$ cat src/rtl/adc_capture_packer_pkg.sv
// Shared constants, stage flags and helpers for the ADC capture packer.
// popcount() sizes the per-cycle append; slot() extracts MSB-first fields.
package hsdaoh_capture_pkg;

  localparam int MAX_CH    = 8;
  localparam int MAX_SW    = 16;
  localparam int OVF_CNT_W = 16;
  localparam int CNT_W     = 4;

  typedef struct packed {
    logic run;
    logic first;
    logic keep;
  } s1_flags_t;

  function automatic logic [CNT_W-1:0] popcount(
    input logic [MAX_CH-1:0] mask
  );
    logic [CNT_W-1:0] n;
    n = '0;
    for (int i = 0; i < MAX_CH; i++)
      n = n + CNT_W'(mask[i]);
    return n;
  endfunction

  // Field i of an n-slot word of sw-bit fields, slot 0 in the MSBs.
  function automatic logic [MAX_SW-1:0] slot(
    input logic [MAX_CH*MAX_SW-1:0] word,
    input int                       i,
    input int                       n,
    input int                       sw
  );
    logic [MAX_CH*MAX_SW-1:0] sh;
    logic [MAX_SW:0]          m;
    sh = word >> ((n - 1 - i) * sw);
    m  = (17'(1) << sw) - 17'(1);
    return sh[MAX_SW-1:0] & m[MAX_SW-1:0];
  endfunction

endpackage

$ cat src/rtl/adc_capture_packer_if.sv
// FIFO write-port bundle between the packer and the async FIFO.
// master drives wr_en/wr_data and watches fifo_full; slave is the FIFO.
interface adc_capture_packer_if #(
  parameter int OUT_W = 24
);
  logic             wr_en;
  logic [OUT_W-1:0] wr_data;
  logic             fifo_full;

  modport master (
    output wr_en,
    output wr_data,
    input  fifo_full
  );

  modport slave (
    input  wr_en,
    input  wr_data,
    output fifo_full
  );
endinterface

$ cat src/rtl/adc_capture_packer_gearbox.sv
// sample_gearbox: slot buffer + fill counter; packs K samples per strobe.
// In: stb_i/clr_i/k_i/smp_i (compacted, slot 0 MSB). Out: word_stb_o/word_o.
module sample_gearbox
  import hsdaoh_capture_pkg::*;
#(
  parameter int NUM_CH   = 2,
  parameter int SAMPLE_W = 12
) (
  input  logic                       clk,
  input  logic                       rstn,
  input  logic                       stb_i,
  input  logic                       clr_i,
  input  logic [CNT_W-1:0]           k_i,
  input  logic [NUM_CH*SAMPLE_W-1:0] smp_i,
  output logic                       word_stb_o,
  output logic [NUM_CH*SAMPLE_W-1:0] word_o
);

  localparam int W = NUM_CH * SAMPLE_W;

  logic [SAMPLE_W-1:0] slots_q [NUM_CH];
  logic [SAMPLE_W-1:0] slots_d [NUM_CH];
  logic [SAMPLE_W-1:0] cat     [2*NUM_CH];
  logic [CNT_W-1:0]    fill_q, fill_d;
  logic [W-1:0]        word_q, word_d;
  logic                stb_q, stb_d;
  int                  base, total;

  // cat = pending slots followed by this cycle's samples.
  // clr_i restarts the buffer while still taking the strobe.
  always_comb begin
    base  = clr_i ? 0 : int'(fill_q);
    total = base + (stb_i ? int'(k_i) : 0);
    for (int i = 0; i < 2*NUM_CH; i++) begin
      cat[i] = '0;
      if (i < base)
        cat[i] = slots_q[i % NUM_CH];
      else if (i < total)
        cat[i] = smp_i[(NUM_CH-1-(i-base))*SAMPLE_W +: SAMPLE_W];
    end
    stb_d  = 1'b0;
    word_d = word_q;
    fill_d = CNT_W'(total);
    for (int i = 0; i < NUM_CH; i++)
      slots_d[i] = cat[i];
    if (total >= NUM_CH) begin
      stb_d  = 1'b1;
      fill_d = CNT_W'(total - NUM_CH);
      for (int i = 0; i < NUM_CH; i++) begin
        word_d[(NUM_CH-1-i)*SAMPLE_W +: SAMPLE_W] = cat[i];
        slots_d[i] = cat[NUM_CH+i];
      end
    end
  end

  always_ff @(posedge clk or negedge rstn) begin
    if (!rstn) begin
      fill_q <= '0;
      word_q <= '0;
      stb_q  <= 1'b0;
      for (int i = 0; i < NUM_CH; i++)
        slots_q[i] <= '0;
    end else begin
      fill_q <= fill_d;
      word_q <= word_d;
      stb_q  <= stb_d;
      for (int i = 0; i < NUM_CH; i++)
        slots_q[i] <= slots_d[i];
    end
  end

  assign word_stb_o = stb_q;
  assign word_o     = word_q;

endmodule

$ cat src/rtl/adc_capture_packer.sv
// ADC capture front-end: mask/decimate/test-pattern, dense word packing.
// Ports: clk, rstn, adc_data, capture_en, ch_en, decim, test_mode,
//   fifo (master: wr_en, wr_data, fifo_full), ovf, ovf_cnt, ovf_clr.
//   ch_en/adc_data are MSB-first: channel c is bit/field NUM_CH-1-c.
module adc_capture_packer
  import hsdaoh_capture_pkg::*;
#(
  parameter int NUM_CH   = 2,
  parameter int SAMPLE_W = 12,
  parameter int OUT_W    = NUM_CH * SAMPLE_W
) (
  input  logic                       clk,
  input  logic                       rstn,
  input  logic [NUM_CH*SAMPLE_W-1:0] adc_data,
  input  logic                       capture_en,
  input  logic [NUM_CH-1:0]          ch_en,
  input  logic [7:0]                 decim,
  input  logic                       test_mode,
  adc_capture_packer_if.master       fifo,
  output logic                       ovf,
  output logic [OVF_CNT_W-1:0]       ovf_cnt,
  input  logic                       ovf_clr
);

  localparam int IN_W = NUM_CH * SAMPLE_W;

  logic                cap_q;
  logic                start;
  logic [NUM_CH-1:0]   mask_q;
  logic [7:0]          decim_q;
  logic                tm_q;
  logic [7:0]          dcnt_q, dcnt_d;
  logic [7:0]          cnt_cur, cfg_decim;
  logic [IN_W-1:0]     adc_q;
  s1_flags_t           s1_q, s1_d;

  logic [IN_W-1:0]     smp_q, smp_d;
  logic [CNT_W-1:0]    k_q, k_d;
  logic                stb_q, clr_q;
  logic [SAMPLE_W-1:0] pat_q, pat_d, pat_base;
  logic [MAX_CH*MAX_SW-1:0] wide;
  logic [MAX_SW-1:0]   sv;
  logic [SAMPLE_W-1:0] chv;
  int                  idx;

  logic                gb_stb;
  logic [IN_W-1:0]     gb_word;
  logic                drop;
  logic                ovf_q, ovf_d;
  logic [OVF_CNT_W-1:0] cnt_q, cnt_d;

  assign start = capture_en & ~cap_q;

  // Stage 1: on start the counter is treated as already cleared.
  always_comb begin
    cfg_decim  = start ? decim : decim_q;
    cnt_cur    = start ? 8'd0 : dcnt_q;
    s1_d.run   = capture_en;
    s1_d.first = start;
    s1_d.keep  = capture_en && (cnt_cur == 8'd0);
    dcnt_d     = 8'd0;
    if (capture_en)
      dcnt_d = (cnt_cur == cfg_decim) ? 8'd0 : cnt_cur + 8'd1;
  end

  // Compaction of enabled channels into slots 0..K-1.
  always_comb begin
    pat_base = s1_q.first ? '0 : pat_q;
    wide     = '0;
    wide[IN_W-1:0] = adc_q;
    smp_d    = '0;
    sv       = '0;
    chv      = '0;
    idx      = 0;
    for (int c = 0; c < NUM_CH; c++) begin
      if (mask_q[NUM_CH-1-c]) begin
        sv  = slot(wide, c, NUM_CH, SAMPLE_W);
        chv = tm_q ? pat_base + SAMPLE_W'(idx)
                   : sv[SAMPLE_W-1:0];
        smp_d[(NUM_CH-1-idx)*SAMPLE_W +: SAMPLE_W] = chv;
        idx = idx + 1;
      end
    end
    k_d   = popcount(MAX_CH'(mask_q));
    pat_d = pat_base;
    if (s1_q.keep && tm_q)
      pat_d = pat_base + SAMPLE_W'(k_d);
  end

  always_ff @(posedge clk or negedge rstn) begin
    if (!rstn) begin
      cap_q   <= 1'b0;
      mask_q  <= '0;
      decim_q <= '0;
      tm_q    <= 1'b0;
      dcnt_q  <= '0;
      adc_q   <= '0;
      s1_q    <= '0;
      smp_q   <= '0;
      k_q     <= '0;
      stb_q   <= 1'b0;
      clr_q   <= 1'b0;
      pat_q   <= '0;
    end else begin
      cap_q  <= capture_en;
      if (start) begin
        mask_q  <= ch_en;
        decim_q <= decim;
        tm_q    <= test_mode;
      end
      dcnt_q <= dcnt_d;
      adc_q  <= adc_data;
      s1_q   <= s1_d;
      smp_q  <= smp_d;
      k_q    <= k_d;
      stb_q  <= s1_q.keep;
      // idle or restart flushes any partial word in the gearbox
      clr_q  <= s1_q.first | ~s1_q.run;
      pat_q  <= pat_d;
    end
  end

  sample_gearbox #(
    .NUM_CH   (NUM_CH),
    .SAMPLE_W (SAMPLE_W)
  ) u_gearbox (
    .clk        (clk),
    .rstn       (rstn),
    .stb_i      (stb_q),
    .clr_i      (clr_q),
    .k_i        (k_q),
    .smp_i      (smp_q),
    .word_stb_o (gb_stb),
    .word_o     (gb_word)
  );

  // A full FIFO drops the word; the gearbox has already moved on.
  assign drop         = gb_stb & fifo.fifo_full;
  assign fifo.wr_en   = gb_stb & ~fifo.fifo_full;
  assign fifo.wr_data = gb_word;

  always_comb begin
    ovf_d = ovf_q;
    cnt_d = cnt_q;
    if (drop) begin
      ovf_d = 1'b1;
      if (ovf_clr)
        cnt_d = OVF_CNT_W'(1);
      else if (cnt_q != '1)
        cnt_d = cnt_q + OVF_CNT_W'(1);
    end else if (ovf_clr) begin
      ovf_d = 1'b0;
      cnt_d = '0;
    end
  end

  always_ff @(posedge clk or negedge rstn) begin
    if (!rstn) begin
      ovf_q <= 1'b0;
      cnt_q <= '0;
    end else begin
      ovf_q <= ovf_d;
      cnt_q <= cnt_d;
    end
  end

  assign ovf     = ovf_q;
  assign ovf_cnt = cnt_q;

endmodule
$ cat src/flat_wrapper.sv
// flat-port wrapper written by rule: the top's interface ports become plain ports
module adc_capture_packer_flat import hsdaoh_capture_pkg::*;
#(
  parameter int NUM_CH   = 2,
  parameter int SAMPLE_W = 12,
  parameter int OUT_W    = NUM_CH * SAMPLE_W
)
  (clk, rstn, adc_data, capture_en, ch_en, decim, test_mode, ovf, ovf_cnt, ovf_clr, fifo_wr_en, fifo_wr_data, fifo_fifo_full);
  adc_capture_packer_if #(.OUT_W(OUT_W)) fifo_i ();
  input  logic clk;
  input  logic rstn;
  input  logic [NUM_CH*SAMPLE_W-1:0] adc_data;
  input  logic capture_en;
  input  logic [NUM_CH-1:0] ch_en;
  input  logic [7:0] decim;
  input  logic test_mode;
  output logic ovf;
  output logic [OVF_CNT_W-1:0] ovf_cnt;
  input  logic ovf_clr;
  output wire logic [$bits(fifo_i.wr_en)-1:0] fifo_wr_en;
  output wire logic [$bits(fifo_i.wr_data)-1:0] fifo_wr_data;
  input wire logic [$bits(fifo_i.fifo_full)-1:0] fifo_fifo_full;
  assign fifo_wr_en = fifo_i.wr_en;
  assign fifo_wr_data = fifo_i.wr_data;
  assign fifo_i.fifo_full = fifo_fifo_full;
  adc_capture_packer #(.NUM_CH(NUM_CH), .SAMPLE_W(SAMPLE_W), .OUT_W(OUT_W)) u_core (.clk(clk), .rstn(rstn), .adc_data(adc_data), .capture_en(capture_en), .ch_en(ch_en), .decim(decim), .test_mode(test_mode), .fifo(fifo_i), .ovf(ovf), .ovf_cnt(ovf_cnt), .ovf_clr(ovf_clr));
endmodule
$ cat config.mk
export PLATFORM = sky130hd
export DESIGN_NAME = adc_capture_packer_flat
export DESIGN_NICKNAME = d
export VERILOG_FILES = /design/src/rtl/adc_capture_packer_pkg.sv /design/src/rtl/adc_capture_packer_if.sv /design/src/rtl/adc_capture_packer_gearbox.sv /design/src/rtl/adc_capture_packer.sv /design/src/flat_wrapper.sv
export SDC_FILE = /design/constraint.sdc
export NUM_CORES = 1
export LEC_CHECK = 0
export BUFFER_PORTS_ARGS = -buffer_cell sky130_fd_sc_hd__buf_2
export CORE_ASPECT_RATIO = 1.2
export CORE_MARGIN = 2
export CORE_UTILIZATION = 45
export DETAILED_ROUTE_END_ITERATION = 16
export PLACE_DENSITY = 0.66
export SETUP_SLACK_MARGIN = 0.02
export SLEW_MARGIN = 5
export SYNTH_ARGS = -nofsm -noshare
export SYNTH_HDL_FRONTEND = slang
export SYNTH_HIERARCHICAL = 1
export SYNTH_SLANG_ARGS = --single-unit
$ cat constraint.sdc
create_clock -name clk -period 4.92 [get_ports clk]
set_clock_uncertainty 0.15 [all_clocks]
set_input_delay 0.984 -clock clk [delete_from_list [all_inputs] [get_ports clk]]
set_output_delay 0.984 -clock clk [all_outputs]
set_load 0.01 [all_outputs]
Word-level counts from Yosys, hierarchy flattened --
Cells that the tools add are included.
Word-level totals: logic and storage cells 104, output and inout port bits 42, register bits after elaboration 158
Operators by class: add/subtract/negate cells 17, reductions and logical operators 6, order comparisons 9, bitwise gates (word level) 6, muxes and demuxes 31, eq/ne operators 4, multiply operators 5, shift operators 6
Operator list (count):
- 32-bit by 3-bit multiplier with 30-bit output (second input constant) | 5
- 2-bit by 32-bit subtractor with 32-bit output (first input constant) | 5
- 12-bit 2-to-1 mux | 13
- 24-bit by 32-bit variable part select with 12-bit output | 4
- 3-bit by 32-bit less-than comparator with 1-bit output (first input constant) | 2
- 16-bit 2-to-1 mux | 4
- 3-bit by 32-bit subtractor with 32-bit output (first input constant) | 2
- 24-bit 2-to-1 mux | 2
- 32-bit negation with 33-bit output | 1
- 12-bit by 33-bit variable shift with 24-bit output (first input constant) | 1
- 12-bit by 33-bit variable part select with 24-bit output | 1
- 1-bit by 32-bit less-than comparator with 1-bit output (first input constant) | 1
- 2-bit by 32-bit less-than comparator with 1-bit output (first input constant) | 1
- 8-bit 2-to-1 mux | 4
- 1-bit by 32-bit subtractor with 32-bit output (first input constant) | 1
- 24-bit bitwise mux | 1
- 16-bit by 1-bit adder with 16-bit output (second input constant) | 1
- 16-bit inequality test (second input constant) | 1
- 12-bit by 1-bit adder with 12-bit output | 1
- 12-bit by 4-bit adder with 12-bit output | 1
- 4-bit 2-to-1 mux | 3
- 1-bit by 5-bit less-than comparator with 1-bit output (first input constant) | 2
- 2-bit by 5-bit less-than comparator with 1-bit output (first input constant) | 2
- 8-bit by 1-bit adder with 8-bit output (second input constant) | 1
- other kinds (15) | 24

Longest topological paths before layout --
Gate-level depths: netlist of the first run.
depth in word-level cells 8, depth in mapped cells 24, depth with buffers taken out 16

Hierarchy --
The synthesis of the first run kept the hierarchy.
Modules (own cells, without submodules):
- sample_gearbox | area each 5401.4 sq um, sequential area each 1326.3 sq um, times used 1, cells each 675
- adc_capture_packer | area each 4639.4 sq um, sequential area each 2577.5 sq um, times used 1, cells each 448

Worst setup path after synthesis of the first run --
No wires, ideal clock.
path kind reg2reg, from register u_core.u_gearbox.fill_q[0], to register u_core/u_gearbox/slots_q[19] (netlist name), setup time 134 ps, stages on the path, launching flop included 25, path slack -60 ps, arrival time 4696 ps, data required time 4636 ps, cells stage by stage dfrtp_1 -> buf_4 -> and2b_1 -> buf_6 -> inv_4 -> buf_2 -> buf_2 -> buf_2 -> ha_1 -> nand2b_1 -> inv_1 -> buf_2 -> buf_1 -> ha_1 -> xor2_1 -> ha_1 -> inv_1 -> fa_1 -> xor2_1 -> xnor2_1 -> xor2_1 -> buf_2 -> nor3_1 -> a31oi_1 -> o211ai_2
On the way: longest elaborated chain between the ends 8, elaborated cells on any way between the ends 21, classes of those cells add/sub: 5; mul: 2; order compare: 5; eq/ne: 1; shift: 2; mux: 6
Ends and longest elaborated chain:
- start, declared | RTL line adc_capture_packer_gearbox.sv:24 | logic [CNT_W-1:0] fill_q, fill_d;
- start signal, assigned | RTL line adc_capture_packer_gearbox.sv:64 | fill_q <= fill_d;
- 4-bit 2-to-1 mux * | RTL line adc_capture_packer_gearbox.sv:32 | base = clr_i ? 0 : int'(fill_q);
- 1-bit by 32-bit subtractor with 32-bit output or 3-bit by 32-bit subtractor with 32-bit output (tied branches) | RTL line adc_capture_packer_gearbox.sv:39 | cat[i] = smp_i[(NUM_CH-1-(i-base))*SAMPLE_W +: SAMPLE_W];
- 2-bit by 32-bit subtractor with 32-bit output | RTL line adc_capture_packer_gearbox.sv:39
- 32-bit by 3-bit multiplier with 30-bit output | RTL line adc_capture_packer_gearbox.sv:39
- 24-bit by 32-bit variable part select with 12-bit output | RTL line adc_capture_packer_gearbox.sv:39
- 12-bit 2-to-1 mux | RTL line adc_capture_packer_gearbox.sv:38 | else if (i < total)
- 12-bit 2-to-1 mux | RTL line adc_capture_packer_gearbox.sv:36 | if (i < base)
- 24-bit 2-to-1 mux | RTL line adc_capture_packer_gearbox.sv:46 | if (total >= NUM_CH) begin
- end signal, assigned by index | RTL line adc_capture_packer_gearbox.sv:68 | slots_q[i] <= slots_d[i];
- end, declared | RTL line adc_capture_packer_gearbox.sv:21 | logic [SAMPLE_W-1:0] slots_q [NUM_CH];
Every way passes the cells marked *; elsewhere a longest branch is shown, timed or not. The select of a mux whose other input is x is not followed. A chain may end at the register's enable or synchronous reset.

Worst setup path after layout of the first run --
from register u_core.clr_q, to register u_core/u_gearbox/slots_q[23] (netlist name)
On the way: longest elaborated chain between the ends 8, elaborated cells on any way between the ends 21, classes of those cells add/sub: 5; mul: 2; order compare: 5; eq/ne: 1; shift: 2; mux: 6
Ends and longest elaborated chain:
- start, declared | RTL line adc_capture_packer.sv:39 | logic stb_q, clr_q;
- start signal, assigned | RTL line adc_capture_packer.sv:118 | clr_q <= s1_q.first | ~s1_q.run;
- 4-bit 2-to-1 mux * | RTL line adc_capture_packer_gearbox.sv:32
- 1-bit by 32-bit subtractor with 32-bit output or 3-bit by 32-bit subtractor with 32-bit output (tied branches) | RTL line adc_capture_packer_gearbox.sv:39
- 2-bit by 32-bit subtractor with 32-bit output | RTL line adc_capture_packer_gearbox.sv:39
- 32-bit by 3-bit multiplier with 30-bit output | RTL line adc_capture_packer_gearbox.sv:39
- 24-bit by 32-bit variable part select with 12-bit output | RTL line adc_capture_packer_gearbox.sv:39
- 12-bit 2-to-1 mux | RTL line adc_capture_packer_gearbox.sv:38
- 12-bit 2-to-1 mux | RTL line adc_capture_packer_gearbox.sv:36
- 24-bit 2-to-1 mux | RTL line adc_capture_packer_gearbox.sv:46
Marks and branches as above.

==> results of run 1 <==
-- cell families (layout without fill, tap and decap cells) --
family	after synthesis	in the layout
other	1	2
adders and majority gates	34	34
xor gates and xnor gates	59	59
and+or+nand+nor	471	471
AOI/OAI and AO/OA	247	247
DFF	156	156
muxes	55	55
buffers and inverters	100	175
-- Yosys cell counts (16+ instances only) --
cell and count:
sky130_fd_sc_hd__a21oi_1 37, sky130_fd_sc_hd__a31oi_1 19, sky130_fd_sc_hd__and3_1 16, sky130_fd_sc_hd__clkbuf_1 35
sky130_fd_sc_hd__dfrtp_1 156, sky130_fd_sc_hd__ha_1 30, sky130_fd_sc_hd__inv_1 36, sky130_fd_sc_hd__mux2_2 18
sky130_fd_sc_hd__mux2i_1 25, sky130_fd_sc_hd__nand2_1 174, sky130_fd_sc_hd__nand3_1 17, sky130_fd_sc_hd__nor2_1 116
sky130_fd_sc_hd__nor2b_1 27, sky130_fd_sc_hd__nor3_1 26, sky130_fd_sc_hd__o21ai_0 63, sky130_fd_sc_hd__xnor2_1 36
sky130_fd_sc_hd__xor2_1 23
-- routing by layer --
| layer | routed length (µm) | share of wire [%] | up-vias | GRT usage, % |
|---|---|---|---|---|
| li1 | - | - | 4146 | - |
| met1 | 11900 | 43 | 4169 | 30.8 |
| met2 | 13100 | 47 | 380 | 38.7 |
| met3 | 1900 | 6.8 | 64 | 4.35 |
| met4 | 887 | 3.2 | 0 | 9.97 |
| met5 | 0 | 0 | - | 0 |
-- path summary, 6_finish.rpt --
path                                 from                           end  depth (start not counted)
hold / removal             u_core/s1_q[0]                  u_core/stb_q                          0
max in group asynchronous            rstn            u_core/ovf_cnt[15]                          2
min in group asynchronous            rstn   u_core/u_gearbox/word_o[11]                          1
hold reg to reg            u_core/s1_q[0]                  u_core/stb_q                          0
setup reg to reg             u_core/clr_q  u_core/u_gearbox/slots_q[23]                         17
setup / recovery             u_core/clr_q  u_core/u_gearbox/slots_q[23]                         17
-- state kept, by name, indices dropped and copies added, names as in the netlist, 4 cells and up --
register                  cells
u_core/adc_q                 24
u_core/dcnt_q                 8
u_core/decim_q                8
u_core/ovf_cnt               16
u_core/pat_q                 12
u_core/smp_q                 24
u_core/u_gearbox/fill_q       4
u_core/u_gearbox/slots_q     24
u_core/u_gearbox/word_o      24
-- cells in the final DEF (no fill, tap or decap), types with 18 or more instances in the layout --
| master | n |
|---|---|
| sky130_fd_sc_hd__nor3_1 | 26 |
| sky130_fd_sc_hd__dfrtp_1 | 156 |
| sky130_fd_sc_hd__inv_1 | 36 |
| sky130_fd_sc_hd__xnor2_1 | 36 |
| sky130_fd_sc_hd__mux2i_1 | 25 |
| sky130_fd_sc_hd__nor2_1 | 116 |
| sky130_fd_sc_hd__a31oi_1 | 19 |
| sky130_fd_sc_hd__o21ai_0 | 63 |
| sky130_fd_sc_hd__mux2_2 | 18 |
| sky130_fd_sc_hd__xor2_1 | 23 |
| sky130_fd_sc_hd__nand2_1 | 174 |
| sky130_fd_sc_hd__ha_1 | 29 |
| sky130_fd_sc_hd__buf_2 | 80 |
| sky130_fd_sc_hd__a21oi_1 | 37 |
| sky130_fd_sc_hd__nor2b_1 | 27 |
| sky130_fd_sc_hd__buf_4 | 24 |
-- power groups by stage --
stage / clock, µW / sequential [µW] / combinational, µW
3_5_place_dp: 0 / 1730 / 2980
5_1_grt: 1390 / 1740 / 3310
6_report: 1300 / 1710 / 3040
4_1_cts: 1330 / 1710 / 2980
3_3_place_gp: 0 / 1730 / 2940
2_1_floorplan: 0 / 1710 / 2150
-- through the flow --
| step | util (%) | power [µW] |
|---|---|---|
| floorplan | - | 3850 |
| global placement | 49.1 | 4670 |
| detailed placement | 49.1 | 4700 |
| CTS | 51.8 | 6020 |
| global route | 51.8 | 6440 |
| finish | 51.8 | 6050 |
-- layout make-up --
| type | count | area [µm²] | area share, % |
|---|---|---|---|
| multi-input combinational | 868 | 5720 | 50.7 |
| sequential | 156 | 3900 | 34.6 |
| timing repair buffer | 105 | 592 | 5.25 |
| clock buffer | 18 | 429 | 3.81 |
| tap | 274 | 343 | 3.04 |
| clock inverter | 14 | 146 | 1.30 |
| inverter | 38 | 145 | 1.29 |
==> results list, run 1 <==
- Startpoint type of the worst setup path: flop
- In the final layout, the share of cells above drive strength 1 is roughly 17%.
- Fin worst setup slack: around 340 ps
- In this run, placement finished with an instance count of ~1,400.
* Initial standard-cell utilization of the core: 46.1%
* Number of warnings reported in the yosys synthesis log: 6
* Worst-path maximum fanout: 12
* Number of clock sinks seen by CTS: 156
- The via count of the first global-routing pass is about 8,500.
* CP max stage delay: ~560 ps
- Area of placed instances: 10,700 µm²
- Once detailed placement completed, the half-perimeter wirelength came to 19,500 µm.
- Std cell rows: between 50 and 60
* Worst IR Drop VDD: ~0.27 mV
* Global-route wire length before repair: ~45,000 µm
* Count of different cell masters after synthesis: 87
- Gate power share: 50.3%
- Starting DRC count in detailed routing: between 600 and 700
- At the pin with the least slew margin, the transition time is approximately 890 ps.
* Final antenna-violating net count: 0
- For this design the ratio of total power to cell area is between 500 and 600 nW/µm².
- Die width: 140 µm
- The worst setup path is captured at a flop.
- P_int: 3310 µW
- Hold Buf Count CTS: 0
- Number of cells upsized or downsized after cts: 0
- Data on the critical path arrives at its endpoint at 4780 ps.
- After synthesis the cells add up to ~10,000 µm².
- Max Slew Vio Count: 0
* Worst rel slew slack: between 40 and 50%
- Leakage: around 0.0050 µW
* Vertical die dimension: 168 µm
- Derived from the worst setup path, the maximum achievable clock frequency is 218 MHz.
- After filler insertion, the fill cell instance count of the layout stands at approximately 2,000.
* Xor and xnor fraction of the mapped netlist area: 5.15%
- Clock tree from TritonCTS: yes
- From synthesis to final layout, the design area changed by 12.3%.
- Cell count after synthesis: around 1,100
* Core outline area: approximately 22,000 µm²
- The finished cells cover 11,300 µm².
* Clk pwr share: 21.4%
- In the routed design, unresolved DRC markers number 0.
* Number of buffers created by CTS: 17
- Main flop type after synthesis: sky130_fd_sc_hd__dfrtp_1
- After detailed routing, the average wire length per cell comes to about 19 µm.
- The worst setup path is of the flop to flop kind.
- Sum of overflow across all layers after global routing: 0
* Post-Syn Area per Cell: 8.94 µm²
- Synthesized-area fraction occupied by ao, oa, aoi and oai cells: between 15 and 20%
- Final Hold Fails: 0
* Deepest clock path buffer count: 2
* Via total after detailed routing: 8,759
* Clock latency reported for the late side of the worst-skew pair: about 430 ps
* I/O pin count: 82
- Area fraction of the dominant cell type after synthesis: between 30 and 40%
- Entering global routing, the biggest net connects between 60 and 70 pins.
* Number of enable flip-flop cells after synthesis: 0
- Pre-CTS WS: between 400 and 500 ps
- Number of buffers added for setup after CTS: 0
- Flop pwr share: between 20% and 30%
* Critical-path cell list: nand2b_1 > inv_1 > ha_1 > nor2b_1 > o21ai_0 > o21a_1 > xor2_1 > ha_1 > inv_1 > fa_1 > xor2_1 > xnor2_1 > xor2_1 > buf_4 > nor3_1 > o211ai_1 > o211ai_1
* Slowest library cell on the worst path: sky130_fd_sc_hd__dfrtp_1
* Detailed Route WL: 27,700 µm
- Clock transition at the registers of the reported paths: roughly 70 ps
* Switching power share of the total: 45.3%
- The run finished with clean final reports.
- Count of buffering cells on the critical path with inverters included: 3
- Max-cap violations in this run came to 0.
- Post-layout instance count excluding filler cells: between 1,000 and 1,500
- In this design, the critical path's most frequently occurring cell is sky130_fd_sc_hd__xor2_1.
* Die Footprint: around 24,000 µm²
- Sequential elements use about 39% of the synthesized area.
- For the worst setup path, the data required time is just over 5000 ps.
- CTS HTree Levels: 4
- Buffers placed on the I/O ports in this run total between 80 and 90.
- GP Congestion: about 0.97
* Top delay family on crit path: adder cells
* Final count of negative-setup-slack endpoints: 0
- Summing the areas of all fa, ha and maj instances in the mapped netlist gives under 10% of the synthesized area.
* Antenna diode instance count: 0
- Area contributors post-synth: sky130_fd_sc_hd__dfrtp_1 (39%), sky130_fd_sc_hd__nand2_1 (6.5%), sky130_fd_sc_hd__nor2_1 (4.3%), sky130_fd_sc_hd__ha_1 (3.7%), sky130_fd_sc_hd__o21ai_0 (3.1%)
- Summing the areas of all and, or, nand and nor instances in the mapped netlist gives a little under a quarter of the synthesized area.
- Synth Register Bits: 156
* Setup slack on the worst flop-to-flop path: between 300 and 400 ps
- After synthesis, the largest family of logic cells by area is simple AND/OR/NAND/NOR gates.
- The tightest min-delay check is of the flop to flop type.
- Cell at the root of the clock tree: sky130_fd_sc_hd__clkbuf_16
- Asr flop ratio synth: 100%
- Antenna violations before repair: 0
* All-Layer GR Usage: 23.6%
- Summed over all nets, the switching power comes to about 2700 µW.
- Final sum of negative setup slack: 0 ps
* Cell taking the most area after synthesis: sky130_fd_sc_hd__dfrtp_1
- Per-cell via count in the routed design: 5.95
* Final net count: 1,259
- Setup repair after global routing left no endpoint under its margin.
- The final critical path takes up 93.1% of the cycle.
- Length of the first detailed-routing pass in iterations: 7
- Hold_ws: 294 ps
* Shortest clock period the worst path allows after layout: 4580 ps
- Measured against the total synthesized area, the mux share comes to 7.20%.
(Power assumes the default switching activity.)
==> inputs of run 2 (changes only) <==
- SYNTH_HIERARCHICAL: 1 -> not set
==> results list, run 2 <==
- Max-cap violations in this run came to 0.
- Clk pwr share: between 20% and 30%
- Final Hold Fails: 0
- Power spread over the standard cell area amounts to about 560 nW/µm².
- CP max stage delay: just under 600 ps
- Vertical die dimension: 166 µm
- Data on the critical path is required at its endpoint by between 5000 and 6000 ps.
- Main flop type after synthesis: sky130_fd_sc_hd__dfrtp_1
* Placed insts: around 1,400
- Count of filler cells inserted in the layout: between 2,000 and 2,500
- The floorplan has between 50 and 60 rows.
- Result of the run: finished, final reports clean
- Routability-driven placement finished with a final weighted congestion of about 1.0.
- Core outline area: 21,600 µm²
- Number of warnings reported in the yosys synthesis log: 0
- Summing the sequential cell areas from Yosys gives between 30% and 40% of the chip area.
- Mean routed wirelength per cell: around 19 µm
- Post-synthesis to final-layout area growth: 13.2%
* Number of cells upsized or downsized after cts: 0
- The smallest clock period supported by the final layout is computed as 4550 ps.
- Area fraction of the dominant cell type after synthesis: around two fifths
- In this run, distinct cell masters in the synthesized netlist total 72.
- All-Layer GR Usage: 23.6%
- Fraction of the cycle the final worst path needs: around 92%
- The library cells used most frequently in the layout, excluding fill and tap cells, are sky130_fd_sc_hd__dfrtp_1 (156), sky130_fd_sc_hd__nand2_1 (142), sky130_fd_sc_hd__nor2_1 (113), sky130_fd_sc_hd__buf_2 (80), sky130_fd_sc_hd__a21oi_1 (72).
* Starting DRC count in detailed routing: approximately 650
- Length of the first detailed-routing pass in iterations: 6
- Grouping stages by cell kind, the critical path spends the most delay in simple AND/OR/NAND/NOR gates.
- Final standard cell area without fillers: ~11,000 µm²
* Most common library cell in the layout ignoring fill and taps: sky130_fd_sc_hd__dfrtp_1
- Sorting the synthesized cells by area gives the leading types as sky130_fd_sc_hd__dfrtp_1 (40%), sky130_fd_sc_hd__nand2_1 (5.4%), sky130_fd_sc_hd__nor2_1 (4.3%), sky130_fd_sc_hd__ha_1 (4.0%), sky130_fd_sc_hd__a21oi_1 (3.7%).
- Hold Buf Count CTS: 0
- Number of enable flip-flop cells after synthesis: 0
- Cell at the root of the clock tree: sky130_fd_sc_hd__clkbuf_16
* Number of buffers added for setup after CTS: 0
* Global-route wire length before repair: 43,900 µm
- The average instance in the mapped netlist occupies about 9 µm².
- Final antenna-violating net count: 0
* Switching power share of the total: 43.5%
- The via count of the first global-routing pass came to ~8,200.
* Worst-path maximum fanout: 27
- In the final layout, the share of cells above drive strength 1 is between 15 and 20%.
* Setup repair after global routing missed its margin: false
- Post-layout power: between 6000 and 7000 µW
- Clock latency on the worst-skew pair, taken at its later pin, is roughly 440 ps.
- Initial standard-cell utilization of the core: 45.5%
- Number of clock sinks seen by CTS: approximately 160
- After synthesis the cells add up to about 9800 µm².
- I/O Buffers: 81
- Deepest clock path buffer count: 2
* Worst rel slew slack: a little under half
- The total overflow left after global routing is 0.
- Timing-limited maximum frequency: roughly 220 MHz
- Per-cell via count in the routed design: roughly 6
* Slowest library cell on the worst path: sky130_fd_sc_hd__dfrtp_1
- The min-delay analysis places its worst path in the category flop to flop.
- Syn nets: 1,161
- The H-tree generated during clock tree synthesis spans 4 levels.
* Die width: about 140 µm
- Leaving out filler cells and counting taps, the final layout contains 1,432.
* Startpoint type of the worst setup path: flop
* I/O pin count: slightly above 80
- The setup path with the least slack is of type flop to flop.
- Worst Tran Pin Value: between 700 and 800 ps
- Switching power of the nets: around 2700 µW
- TritonCTS built the clock tree.
- Setup violations remaining at the end of the flow were counted as 0.
- Traced cell by cell, the critical path runs through nand2b_1 > buf_4 > ha_1 > nand2_1 > nor3_1 > nor2_1 > ha_1 > inv_1 > fa_1 > xor2_1 > xor2_1 > nor3_1 > nor2_1 > a221o_1 > a221oi_1 > nor2_1.
* Via total after detailed routing: about 8,400
- Area of placed instances: 10,500 µm²
* Count of buffering cells on the critical path with inverters included: 2
- The largest total area in the synthesized netlist belongs to sky130_fd_sc_hd__dfrtp_1.
* Antenna diode instance count: 0
- Asr flop ratio synth: between 90% and 100%
- Arrival time worst endpoint: ~4700 ps
- Crit. End Element: flop
* Most used cell along the critical path: sky130_fd_sc_hd__nor2_1
- The count of pins over their slew limit is 0.
- DR DRC count: 0
* Leakage: approximately 0.005 µW
- Leading cell types by count after synthesis: sky130_fd_sc_hd__dfrtp_1 (156), sky130_fd_sc_hd__nand2_1 (142), sky130_fd_sc_hd__nor2_1 (113)
- The worst-case IR drop observed on VDD is 0.280 mV.
* Flop pwr share: between 20 and 30%
* Number of buffers created by CTS: 17
- The internal power of the cells totals between 3000 and 4000 µW.
- Die Footprint: ~23,000 µm²
* Clock transition at the registers of the reported paths: 80 ps
* Synth Register Bits: 156
* Final sum of negative setup slack: 0 ps
- Gate power share: 48.2%
- Cell count after synthesis: approximately 1,100
* Largest net degree at the start of global routing: 82
- The routed design has ~27,000 µm of wire.
- In the post-synthesis netlist, the cell with the most instances is sky130_fd_sc_hd__dfrtp_1.
* Antenna violations before repair: 0
* Hold_ws: between 200 and 250 ps
- Final net count: 1,222
* Detailed-placement wirelength estimate: around 19,000 µm
run 2: cell count changes after synthesis, sizes merged, moves of 10 or more:
| cell | before | now |
|---|---|---|
| o21ai | 67 | 42 |
| a221oi | 3 | 16 |
| nand3 | 18 | 33 |
| mux2i | 25 | 35 |
| a21oi | 39 | 73 |
| nor2b | 30 | 15 |
| nor3 | 27 | 16 |
| and2 | 9 | 25 |
| a31oi | 19 | 6 |
| nand2 | 174 | 142 |
run 2: logic make-up after synthesis:
group / Yosys count / share of synthesized area [%]
compound gates: 241 / 16.6
buf+inv: 104 / 4.49
simple gates: 430 / 20.9
mux: 61 / 7.66
flops: 156 / 39.8
xor+xnor: 55 / 5.39
fa+ha+maj: 37 / 5.17
run 2: metrics by stage:
stage          util (%)  setup slack (ps)
6_report           51.5               371
5_1_grt            51.5              42.5
4_1_cts            51.5               433
3_5_place_dp       48.5               463
3_3_place_gp       48.5               571
2_1_floorplan         -               255
run 2: final timing paths:
check | to | cells after the start | slack, ps | from
min | u_core.stb_q | 0 | 240 | u_core.s1_q[0]
min reg2reg | u_core.stb_q | 0 | 240 | u_core.s1_q[0]
min in group asynchronous | u_core.decim_q[6] | 1 | 420 | rstn
max in group asynchronous | u_core.u_gearbox.slots_q[3] | 2 | 3330 | rstn
max | u_core.u_gearbox.slots_q[19] | 16 | 370 | u_core.clr_q
max reg2reg | u_core.u_gearbox.slots_q[19] | 16 | 370 | u_core.clr_q
run 2: worst reg2reg max path: cells and delay by family, from the launching register on:
kind	cells	cell delay [ps]
xor+xnor	2	360
flops	1	580
fa+ha+maj	3	1010
buf+inv	2	360
compound gates	2	700
simple gates	7	1270
run 2: final cells by class:
cell class / count / area, µm² / area share (%)
timing repair buffer: 101 / 574 / 5.17
tap: 274 / 343 / 3.09
clock buffer: 17 / 425 / 3.83
multi-input combinational: 824 / 5470 / 49.3
clock inverter: 15 / 223 / 2.00
inverter: 45 / 169 / 1.52
sequential: 156 / 3900 / 35.1
run 2: power by group through the flow:
stage / Combinational (µW) / Sequential, µW / Clock (µW)
2_1_floorplan: 2100 / 1750 / 0
3_3_place_gp: 2900 / 1760 / 0
3_5_place_dp: 2920 / 1770 / 0
4_1_cts: 2940 / 1750 / 1480
5_1_grt: 3280 / 1790 / 1550
6_report: 2990 / 1760 / 1450
run 2: metal layers:
layer / wire, µm / global-route usage, %
met5: 0 / 0
met1: 11400 / 32.2
met4: 890 / 9.35
met2: 12400 / 37.1
met3: 1900 / 4.56
==> inputs of run 3 (changes only) <==
- CORE_UTILIZATION: 45 -> 36
- CTS_BUF_LIST: not set -> sky130_fd_sc_hd__clkbuf_8
- PLACE_DENSITY: 0.66 -> 0.56
==> results list, run 3 (same netlist as run 2, synthesis figures left out) <==
- The flow ran to the end, and the final reports show no timing, DRC or antenna violations.
* Max Slew Vio Count: 0
- Hold Buf Count CTS: 0
- The core region is ~27,000 µm².
- Mean routed wirelength per cell: about 18 µm
- Path class of the lowest-slack min-delay path: flop to flop
- Leakage: 0.00502 µW
* Final standard cell area without fillers: 11,000 µm²
- Fraction of the cycle the final worst path needs: 90.4%
* Worst flop-to-flop path endpoint: u_core.u_gearbox.slots_q[17]
* Setup slack on the worst flop-to-flop path: 470 ps
- Final antenna-violating net count: 0
- Global routing consumed, over all layers together, between 15 and 20% of the routing resources.
- Number of cells on the critical path: 16
* Total area of multi-input combinational cells: around 5500 µm²
* Number of cells upsized or downsized after cts: 0
- The worst register-to-register path begins at u_core.clr_q.
- Post-CTS timing repair inserted 0 buffers for setup.
* Number of clock sinks seen by CTS: approximately 160
* Deepest clock path buffer count: 2
- In the routed design, unresolved DRC markers number 0.
* Setup repair after global routing missed its margin: false
- In this run the worst setup path begins at u_core.clr_q.
* Worst rel slew slack: 45.4%
* Via total after detailed routing: 8,267
* Final net count: roughly 1,200
* Most used cell along the critical path: sky130_fd_sc_hd__inv_1
- Die Footprint: between 20,000 and 30,000 µm²
- Required @ worst endpoint: between 5000 and 6000 ps
- Count of filler cells inserted in the layout: ~2,700
- The H-tree generated during clock tree synthesis spans 4 levels.
- The number of antenna diodes in the final layout is 0.
- Std cell rows: 66
- The worst setup path is of the flop to flop kind.
- Slowest library cell on the worst path: sky130_fd_sc_hd__dfrtp_1
- The die is ~150 µm wide.
* Timing-limited maximum frequency: 225 MHz
- Detailed placement finished with a half-perimeter wire length of roughly 20,000 µm.
- The initial utilization of the core area, before any placement, comes to between 30% and 40%.
- Counting both buffers and inverters, the worst setup path holds a total of 4.
* Final count of negative-setup-slack endpoints: 0
- Shortest clock period the worst path allows after layout: around 4400 ps
- Summed over all failing endpoints, the final setup total negative slack is 0 ps.
- Critical-path cell list: nand2b_2 > inv_1 > ha_1 > nand2_1 > mux2i_2 > inv_1 > ha_1 > inv_1 > fa_1 > xnor2_1 > xnor3_1 > xnor2_1 > and4_1 > a221oi_1 > inv_1 > a221o_1
* Per-cell via count in the routed design: about 5.5
* Most common library cell in the layout ignoring fill and taps: sky130_fd_sc_hd__dfrtp_1
* Worst Tran Pin Value: 809 ps
* Top delay family on crit path: adder cells
- The die is 185 µm tall.
- Summed over all layers, the global routing overflow is 0.
- CP max stage delay: about 500 ps
* Final Hold Fails: 0
- Cell at the root of the clock tree: sky130_fd_sc_hd__clkbuf_8
- In this run, CTS created clock tree buffers numbering 17.
* Length of the first detailed-routing pass in iterations: 6
- Ratio of cells with drive above 1 in the final layout: between 10% and 20%
* Clock latency reported for the late side of the worst-skew pair: 480 ps
- Vias in the first global route: 8,022
- TritonCTS built the clock tree.
- The worst path meets setup with between 400 and 500 ps of slack.
- Area of placed instances: between 10,000 and 15,000 µm²
- Entering global routing, the biggest net connects just over 90 pins.
- Global-route wire length before repair: between 40,000 and 50,000 µm
* Post-synthesis to final-layout area growth: 12.0%
- Path depth of the worst reg2reg path: 16
- GP Congestion: a little over 0.9
- Of all nets on the critical path, the largest fanout is 10.
- In the layout the commonest cells are sky130_fd_sc_hd__dfrtp_1 (156), sky130_fd_sc_hd__nand2_1 (142), sky130_fd_sc_hd__nor2_1 (113), sky130_fd_sc_hd__buf_2 (80), sky130_fd_sc_hd__a21oi_1 (72).
- Worst IR Drop VDD: around 0.23 mV
- The most critical setup path has its endpoint at u_core.u_gearbox.slots_q[17].
* Detailed Route WL: 26,900 µm
* Register Area: ~3900 µm²
* Antenna violations before repair: 0
- Pre-CTS WS: between 300 and 400 ps
* Crit. End Element: flop
- Input and output buffers added on the ports amount to a little over 80.
* Max-cap check violation count: 0
- After clock tree synthesis, the clock-pin slew on the worst setup and hold paths is around 120 ps.
- I/O pin count: 82
- Pwr per Cell Area: a little over 500 nW/µm²
- Startpoint type of the worst setup path: flop
- STA puts the critical path data arrival time at between 4000 and 5000 ps.
- After the first detailed-routing iteration, the DRC count stood at roughly 660.
[run 3: metrics by stage]
step | total power (µW) | hold slack, ps | instances | util (%)
2_1_floorplan | 3850 | 204 | 1084 | -
3_3_place_gp | 4660 | 236 | 1467 | 39.1
3_5_place_dp | 4680 | 238 | 1467 | 39.1
4_1_cts | 5730 | 263 | 1499 | 40.7
5_1_grt | 6150 | 280 | 1499 | 40.7
6_report | 5700 | 257 | 1499 | 40.7
[run 3: cell type report]
type | instances | share of cell area (%)
multi-input combinational | 824 | 49.9
sequential | 156 | 35.5
timing repair buffer | 102 | 5.29
tap | 340 | 3.87
clock buffer | 17 | 2.13
clock inverter | 15 | 1.76
inverter | 45 | 1.54
[run 3: report_power, final]
part | total [µW] | internal [µW] | switching [µW] | leakage [µW]
clock | 1010 | 434 | 576 | 0.000209
sequential | 1740 | 1540 | 199 | 0.00201
combinational | 2950 | 1070 | 1880 | 0.00280
[run 3: routing by layer]
metal	GRT usage, %	wire length, µm	part of all wire [%]
met5	0	0	0
met4	7.74	816	3.0
met3	3.42	1460	5.4
met2	30.4	12300	46
met1	26.5	12400	46
[run 3: worst min path at each step]
stage                         startpoint           end  slack, ps  cells after the start
after CTS                 u_core.s1_q[0]  u_core.stb_q        260                      0
after global placement    u_core.s1_q[0]  u_core.stb_q        240                      0
after detailed placement  u_core.s1_q[0]  u_core.stb_q        240                      0
final                     u_core.s1_q[0]  u_core.stb_q        260                      0
after global routing      u_core.s1_q[0]  u_core.stb_q        280                      0
after floorplan           u_core.s1_q[0]  u_core.stb_q        200                      0
